[src/rtl/ffbank_pkg.sv]
// Shared types for the flip-flop bank arbiter: opcodes, FSM states and the
// per-bit next-state rule used by every bank cell.
package ffbank_pkg;

    typedef enum logic [1:0] {
        HOLD   = 2'b00,
        LOAD   = 2'b01,
        TOGGLE = 2'b10,
        CLEAR  = 2'b11
    } op_e;

    typedef enum logic [1:0] {
        IDLE   = 2'b00,
        GRANT  = 2'b01,
        COMMIT = 2'b10,
        ACK    = 2'b11
    } state_e;

    // Next value of one bank bit: D for LOAD, T for TOGGLE, 0 for CLEAR.
    function automatic logic cell_next(input op_e mode, input logic q, input logic d);
        logic n;
        case (mode)
            LOAD:    n = d;
            TOGGLE:  n = q ^ d;
            CLEAR:   n = 1'b0;
            default: n = q;
        endcase
        return n;
    endfunction

endpackage

[src/rtl/ffbank_cell.sv]
// One bank bit: enabled D/T/clear flip-flop with complementary outputs.
module ffbank_cell
    import ffbank_pkg::*;
(
    input  logic clk,
    input  logic rstn,
    input  logic en,
    input  op_e  mode,
    input  logic d,
    output logic q,
    output logic qbar
);

    logic r_q;

    // Bit state: cleared on reset, updated only while enabled.
    always_ff @(posedge clk or negedge rstn) begin
        if (!rstn)
            r_q <= 1'b0;
        else if (en)
            r_q <= cell_next(mode, r_q, d);
    end

    assign q    = r_q;
    assign qbar = ~r_q;

endmodule

[src/rtl/ffbank_arbiter.sv]
// Round-robin arbiter granting requesters one at a time write access to a
// shared flip-flop bank. Sequence per op: GRANT -> COMMIT (bank write) -> ACK.
// Optional parity output enabled by defining FFBANK_PARITY_EN.
module ffbank_arbiter
    import ffbank_pkg::*;
#(
    parameter int NUM_REQ = 4,
    parameter int WIDTH   = 8
) (
    input  logic                     clk,
    input  logic                     rstn,
    input  logic [NUM_REQ-1:0]       req,
    input  logic [2*NUM_REQ-1:0]     op,
    input  logic [WIDTH*NUM_REQ-1:0] data,
    output logic [NUM_REQ-1:0]       gnt,
    output logic [NUM_REQ-1:0]       ack,
    output logic [WIDTH-1:0]         q,
    output logic [WIDTH-1:0]         qbar,
    output logic                     busy
`ifdef FFBANK_PARITY_EN
    ,
    output logic                     parity
`endif
);

    localparam int IW = (NUM_REQ > 1) ? $clog2(NUM_REQ) : 1;
    localparam logic [NUM_REQ-1:0] ONE = {{(NUM_REQ-1){1'b0}}, 1'b1};

    state_e             r_state, w_state_nxt;
    logic [IW-1:0]      r_ptr;
    logic [IW-1:0]      r_win;
    logic [NUM_REQ-1:0] r_gnt, r_ack;
    op_e                r_op;
    logic [WIDTH-1:0]   r_data;

    logic               w_sel_vld;
    logic [IW-1:0]      w_sel;
    logic               w_ld_gnt, w_ld_ack;
    logic               w_commit;

    function automatic logic [IW-1:0] rr_idx(input logic [IW-1:0] base, input int k);
        int s;
        s = (int'(base) + k) % NUM_REQ;
        return IW'(s);
    endfunction

    // Round-robin pick starting at the pointer; in ACK the finishing winner
    // is skipped so a requester still holding req cannot win twice in a row.
    always_comb begin
        w_sel_vld = 1'b0;
        w_sel     = '0;
        for (int k = 0; k < NUM_REQ; k++) begin
            if (!w_sel_vld && req[rr_idx(r_ptr, k)] &&
                !(r_state == ACK && rr_idx(r_ptr, k) == r_win)) begin
                w_sel_vld = 1'b1;
                w_sel     = rr_idx(r_ptr, k);
            end
        end
    end

    // FSM next state and one-cycle load strobes for grant/ack.
    always_comb begin
        w_state_nxt = r_state;
        w_ld_gnt    = 1'b0;
        w_ld_ack    = 1'b0;
        case (r_state)
            IDLE: begin
                if (w_sel_vld) begin
                    w_state_nxt = GRANT;
                    w_ld_gnt    = 1'b1;
                end
            end
            GRANT:  w_state_nxt = COMMIT;
            COMMIT: begin
                w_state_nxt = ACK;
                w_ld_ack    = 1'b1;
            end
            ACK: begin
                if (w_sel_vld) begin
                    w_state_nxt = GRANT;
                    w_ld_gnt    = 1'b1;
                end else begin
                    w_state_nxt = IDLE;
                end
            end
            default: w_state_nxt = IDLE;
        endcase
    end

    // State register.
    always_ff @(posedge clk or negedge rstn) begin
        if (!rstn)
            r_state <= IDLE;
        else
            r_state <= w_state_nxt;
    end

    // Grant/ack pulses, winner index and round-robin pointer.
    always_ff @(posedge clk or negedge rstn) begin
        if (!rstn) begin
            r_gnt <= '0;
            r_ack <= '0;
            r_win <= '0;
            r_ptr <= '0;
        end else begin
            r_gnt <= w_ld_gnt ? (ONE << w_sel) : '0;
            r_ack <= w_ld_ack ? (ONE << r_win) : '0;
            if (w_ld_gnt) begin
                r_win <= w_sel;
                r_ptr <= (w_sel == IW'(NUM_REQ - 1)) ? '0 : w_sel + 1'b1;
            end
        end
    end

    // Capture the winner's op/data at the end of GRANT; requester may
    // change or drop them afterwards.
    always_ff @(posedge clk or negedge rstn) begin
        if (!rstn) begin
            r_op   <= HOLD;
            r_data <= '0;
        end else if (r_state == GRANT) begin
            r_op   <= op_e'(op[int'(r_win)*2 +: 2]);
            r_data <= data[int'(r_win)*WIDTH +: WIDTH];
        end
    end

    assign w_commit = (r_state == COMMIT);

    generate
        for (genvar b = 0; b < WIDTH; b++) begin : g_bit
            ffbank_cell u_cell (
                .clk  (clk),
                .rstn (rstn),
                .en   (w_commit),
                .mode (r_op),
                .d    (r_data[b]),
                .q    (q[b]),
                .qbar (qbar[b])
            );
        end
    endgenerate

`ifdef FFBANK_PARITY_EN
    logic r_parity;

    // Parity of the value being written, so it lands with the new q:
    // XOR of a toggled vector is XOR(q) ^ XOR(mask).
    always_ff @(posedge clk or negedge rstn) begin
        if (!rstn)
            r_parity <= 1'b0;
        else if (w_commit) begin
            case (r_op)
                LOAD:    r_parity <= ^r_data;
                TOGGLE:  r_parity <= (^q) ^ (^r_data);
                CLEAR:   r_parity <= 1'b0;
                default: r_parity <= ^q;
            endcase
        end
    end

    assign parity = r_parity;
`endif

    assign gnt  = r_gnt;
    assign ack  = r_ack;
    assign busy = (r_state != IDLE);

endmodule

[config.mk]
export PLATFORM = sky130hd
export DESIGN_NAME = ffbank_arbiter
export DESIGN_NICKNAME = d
export VERILOG_FILES = /design/src/rtl/ffbank_pkg.sv /design/src/rtl/ffbank_cell.sv /design/src/rtl/ffbank_arbiter.sv
export SDC_FILE = /design/constraint.sdc
export NUM_CORES = 1
export LEC_CHECK = 0
export CAP_MARGIN = 0
export CORE_UTILIZATION = 48
export CTS_BUF_LIST = sky130_fd_sc_hd__clkbuf_4 sky130_fd_sc_hd__clkbuf_8
export CTS_CLUSTER_DIAMETER = 100
export DETAILED_ROUTE_END_ITERATION = 7
export PLACE_DENSITY = 0.81
export SLEW_MARGIN = 15
export SYNTH_ARGS = -nofsm -noshare
export SYNTH_HDL_FRONTEND = slang
export SYNTH_HIERARCHICAL = 1
export SYNTH_SLANG_ARGS = --single-unit
[constraint.sdc]
create_clock -name clk -period 3.2 [get_ports clk]
set_input_delay 0.64 -clock clk [delete_from_list [all_inputs] [get_ports clk]]
set_output_delay 0.64 -clock clk [all_outputs]
set_load 0.1 [all_outputs]
==> flow_metrics.py <==
metrics = {
    "sta": {
        "timing.setup.tns_ps": 0,
        "tightest_slew_ps": 961,
        "fmax_mhz": 359,
        "timing.hold.ws_ps": 552,
        "finalSetupViolCount": 0,
        "layout_min_cycle_time_ps": 2790,
        "rsz0062_at_grt": "false",
        "clock-skew-final_ps": 3.81,
        "fin_crit_sh": 0.871,
        "max_slew_margin": 0.360,
        "hold_violations": 0,
        "drv_slew": 0,
    },
    "yosys": {
        "synth_nets": 262,
        "async_reset_ff_frac": 1.00,
        "yosys_most_used_dff": "dfrtp_1",
        "ys_warn_count": 6,
        "syn_inst": 207,
        "synth_seq_cells": 32,
        "yosysUniqueCellTypes": 44,
        "synth_area_per_cell_um2": 10.8,
        "synth_edf_count": 0,
        "seq_area_frac_synth": 0.357,
        "syn_area_um2": 2240,
    },
    "clock_tree": {
        "cts_buffer_depth": 2,
        "cts_buffers": 5,
        "ctsResizeCount": 0,
        "htreeDepth": 2,
        "path_clk_slew_ps": 70,
        "worst_skew_pair.late_latency_ps": 280,
        "clock-sinks": 32,
        "tritoncts": "built",
        "root_buffer": "clkbuf_8",
        "holdBufCountCts": 0,
        "cts_setup_buffers": 0,
    },
    "floorplan": {
        "dieArea_um2": 4950,
        "pin_count": 71,
        "die_height_um": 70.3,
        "rows": 24,
        "initial_utilization": 0.508,
        "coreArea_um2": 4410,
        "die_w_um": 70.3,
    },
    "layout": {
        "diodes": 0,
        "final_cell_mix": "45 x clkdlybuf4s50_1, 32 x dfrtp_1, 29 x buf_4",
        "final_nets": 335,
        "synthToLayoutAreaGrowth_pct": 33.3,
        "seqCellArea_um2": 801,
        "drive_above_1_share": 0.278,
        "fill_cells": 364,
        "final_common_cell": "clkdlybuf4s50_1",
        "multi_input_area_um2": 1310,
        "final_area_um2": 2990,
    },
    "placement": {
        "place_area_um2": 2900,
        "place.gp.congestion": 0.960,
        "place_hpwl_mm": 3.71,
        "portBuffers": 70,
    },
    "hold_path": {
        "hp-class": "reg2reg",
    },
    "drt": {
        "firstDrtPassIters": 4,
        "drc": 0,
        "drtAntennaViolNets": 0,
        "post_drt_via_cell_ratio": 5.70,
        "routed_wl_mm": 4.94,
        "drt_iter0_markers": 177,
        "post_drt_wl_per_cell_um": 14.8,
        "via_count": 1897,
    },
    "worst_setup_path": {
        "worstPathCellList": "ha_1, or3b_4, a32oi_4, a21oi_1, o21a_1, a221o_1, ha_1, nand2b_1, o22ai_1",
        "cp_common_cell": "ha_1",
        "worstPathArrival_ps": 2990,
        "end_kind": "flop",
        "worstSetupStartpointType": "flop",
        "cpLargestDelayFamily": "compound AO/OA/AOI/OAI gates",
        "worstSetupPathType": "reg2reg",
        "worstPathMaxFanout": 12,
        "path_buf_inv": 0,
        "worst_path_largest_cell_delay_ps": 440,
        "cp.required_ps": 3410,
        "critPathSlowestCell": "or3b_4",
    },
    "grt": {
        "grt_pass1_wl_mm": 8.54,
        "overflow": 0,
        "antenna_found_initial": 0,
        "grt_pass1_vias": 1754,
        "grt_max_degree": 33,
        "gr-usage-all-layers": 0.216,
    },
    "run_status": {
        "run_status": "finished clean",
    },
    "job": {
        "maxCapViolations": 0,
    },
}
[layer usage]
layer / vias up / track usage / routed length (µm)
li1: 916 / - / -
met1: 917 / 0.301 / 2220
met2: 60 / 0.341 / 2370
met3: 4 / 0.0447 / 307
met4: 0 / 0.0600 / 38
met5: - / 0 / 0
[synthesized netlist by cell type, drive strengths merged (4+ instances only)]
master / instances / share of area
or3: 8 / 0.022
a31oi: 5 / 0.017
nand2: 7 / 0.012
inv: 15 / 0.025
o22ai: 9 / 0.025
nor2: 13 / 0.022
nand2b: 10 / 0.037
mux2: 13 / 0.067
mux2i: 4 / 0.018
nand3: 11 / 0.025
dfrtp: 32 / 0.36
mux4: 10 / 0.10
and2: 6 / 0.018
clkbuf: 5 / 0.026
nand4b: 8 / 0.031
ha: 9 / 0.050
a21oi: 15 / 0.033
[final cells by class]
class,count,share of cell area
clock buffers,5,0.0230
flip-flops and latches,32,0.268
well taps,52,0.0218
multi-input cells,152,0.437
inverters,15,0.0188
clock inverters,3,0.00796
repair buffers,74,0.224
[path summary, 6_finish.rpt]
path / start / end / slack, ps / cells after the start
min in group asynchronous: rstn / ack[0] / 750 / 2
hold / removal: r_state[0] / r_state[0] / 550 / 1
setup / recovery: r_state[0] / r_ptr[0] / 410 / 9
setup reg to reg: r_state[0] / r_ptr[0] / 410 / 9
hold reg to reg: r_state[0] / r_state[0] / 550 / 1
max in group asynchronous: rstn / r_state[0] / 2150 / 2
[worst reg2reg max path, cell delays in order, from the launching register on]
cell and delay [ps]:
dfrtp_1 420, ha_1 430, or3b_4 440, a32oi_4 330, a21oi_1 80, o21a_1 180, a221o_1 350, ha_1 220
nand2b_1 130, o22ai_1 130
[sequential cells by signal (all words and copies together), names as in the netlist]
name,flops
ack,4
g_bit.u_cell/q,8
gnt,4
r_data,8
r_op,2
r_ptr,2
r_state,2
r_win,2
[cell families (layout without fill, tap and decap cells)]
family                     after synthesis  count (layout)  share of synthesized area
muxes                                   27              27                      0.185
AOI/OAI and AO/OA                       41              41                      0.135
and+or+nand+nor                         73              73                      0.204
DFF                                     32              32                      0.357
buffers and inverters                   23              97                     0.0603
xor gates and xnor gates                 2               2                    0.00782
adders and majority gates                9               9                     0.0503
[metrics by stage]
| stage | setup WS, ps | cells | util |
|---|---|---|---|
| 2_1_floorplan | 837 | 207 | - |
| 3_3_place_gp | 389 | 325 | 0.656 |
| 3_5_place_dp | 355 | 325 | 0.656 |
| 4_1_cts | 407 | 333 | 0.677 |
| 5_1_grt | 224 | 333 | 0.677 |
| 6_report | 414 | 333 | 0.677 |
Power is not shown: default switching activity piles up to over one toggle a cycle in this logic, so the estimate is an artifact.
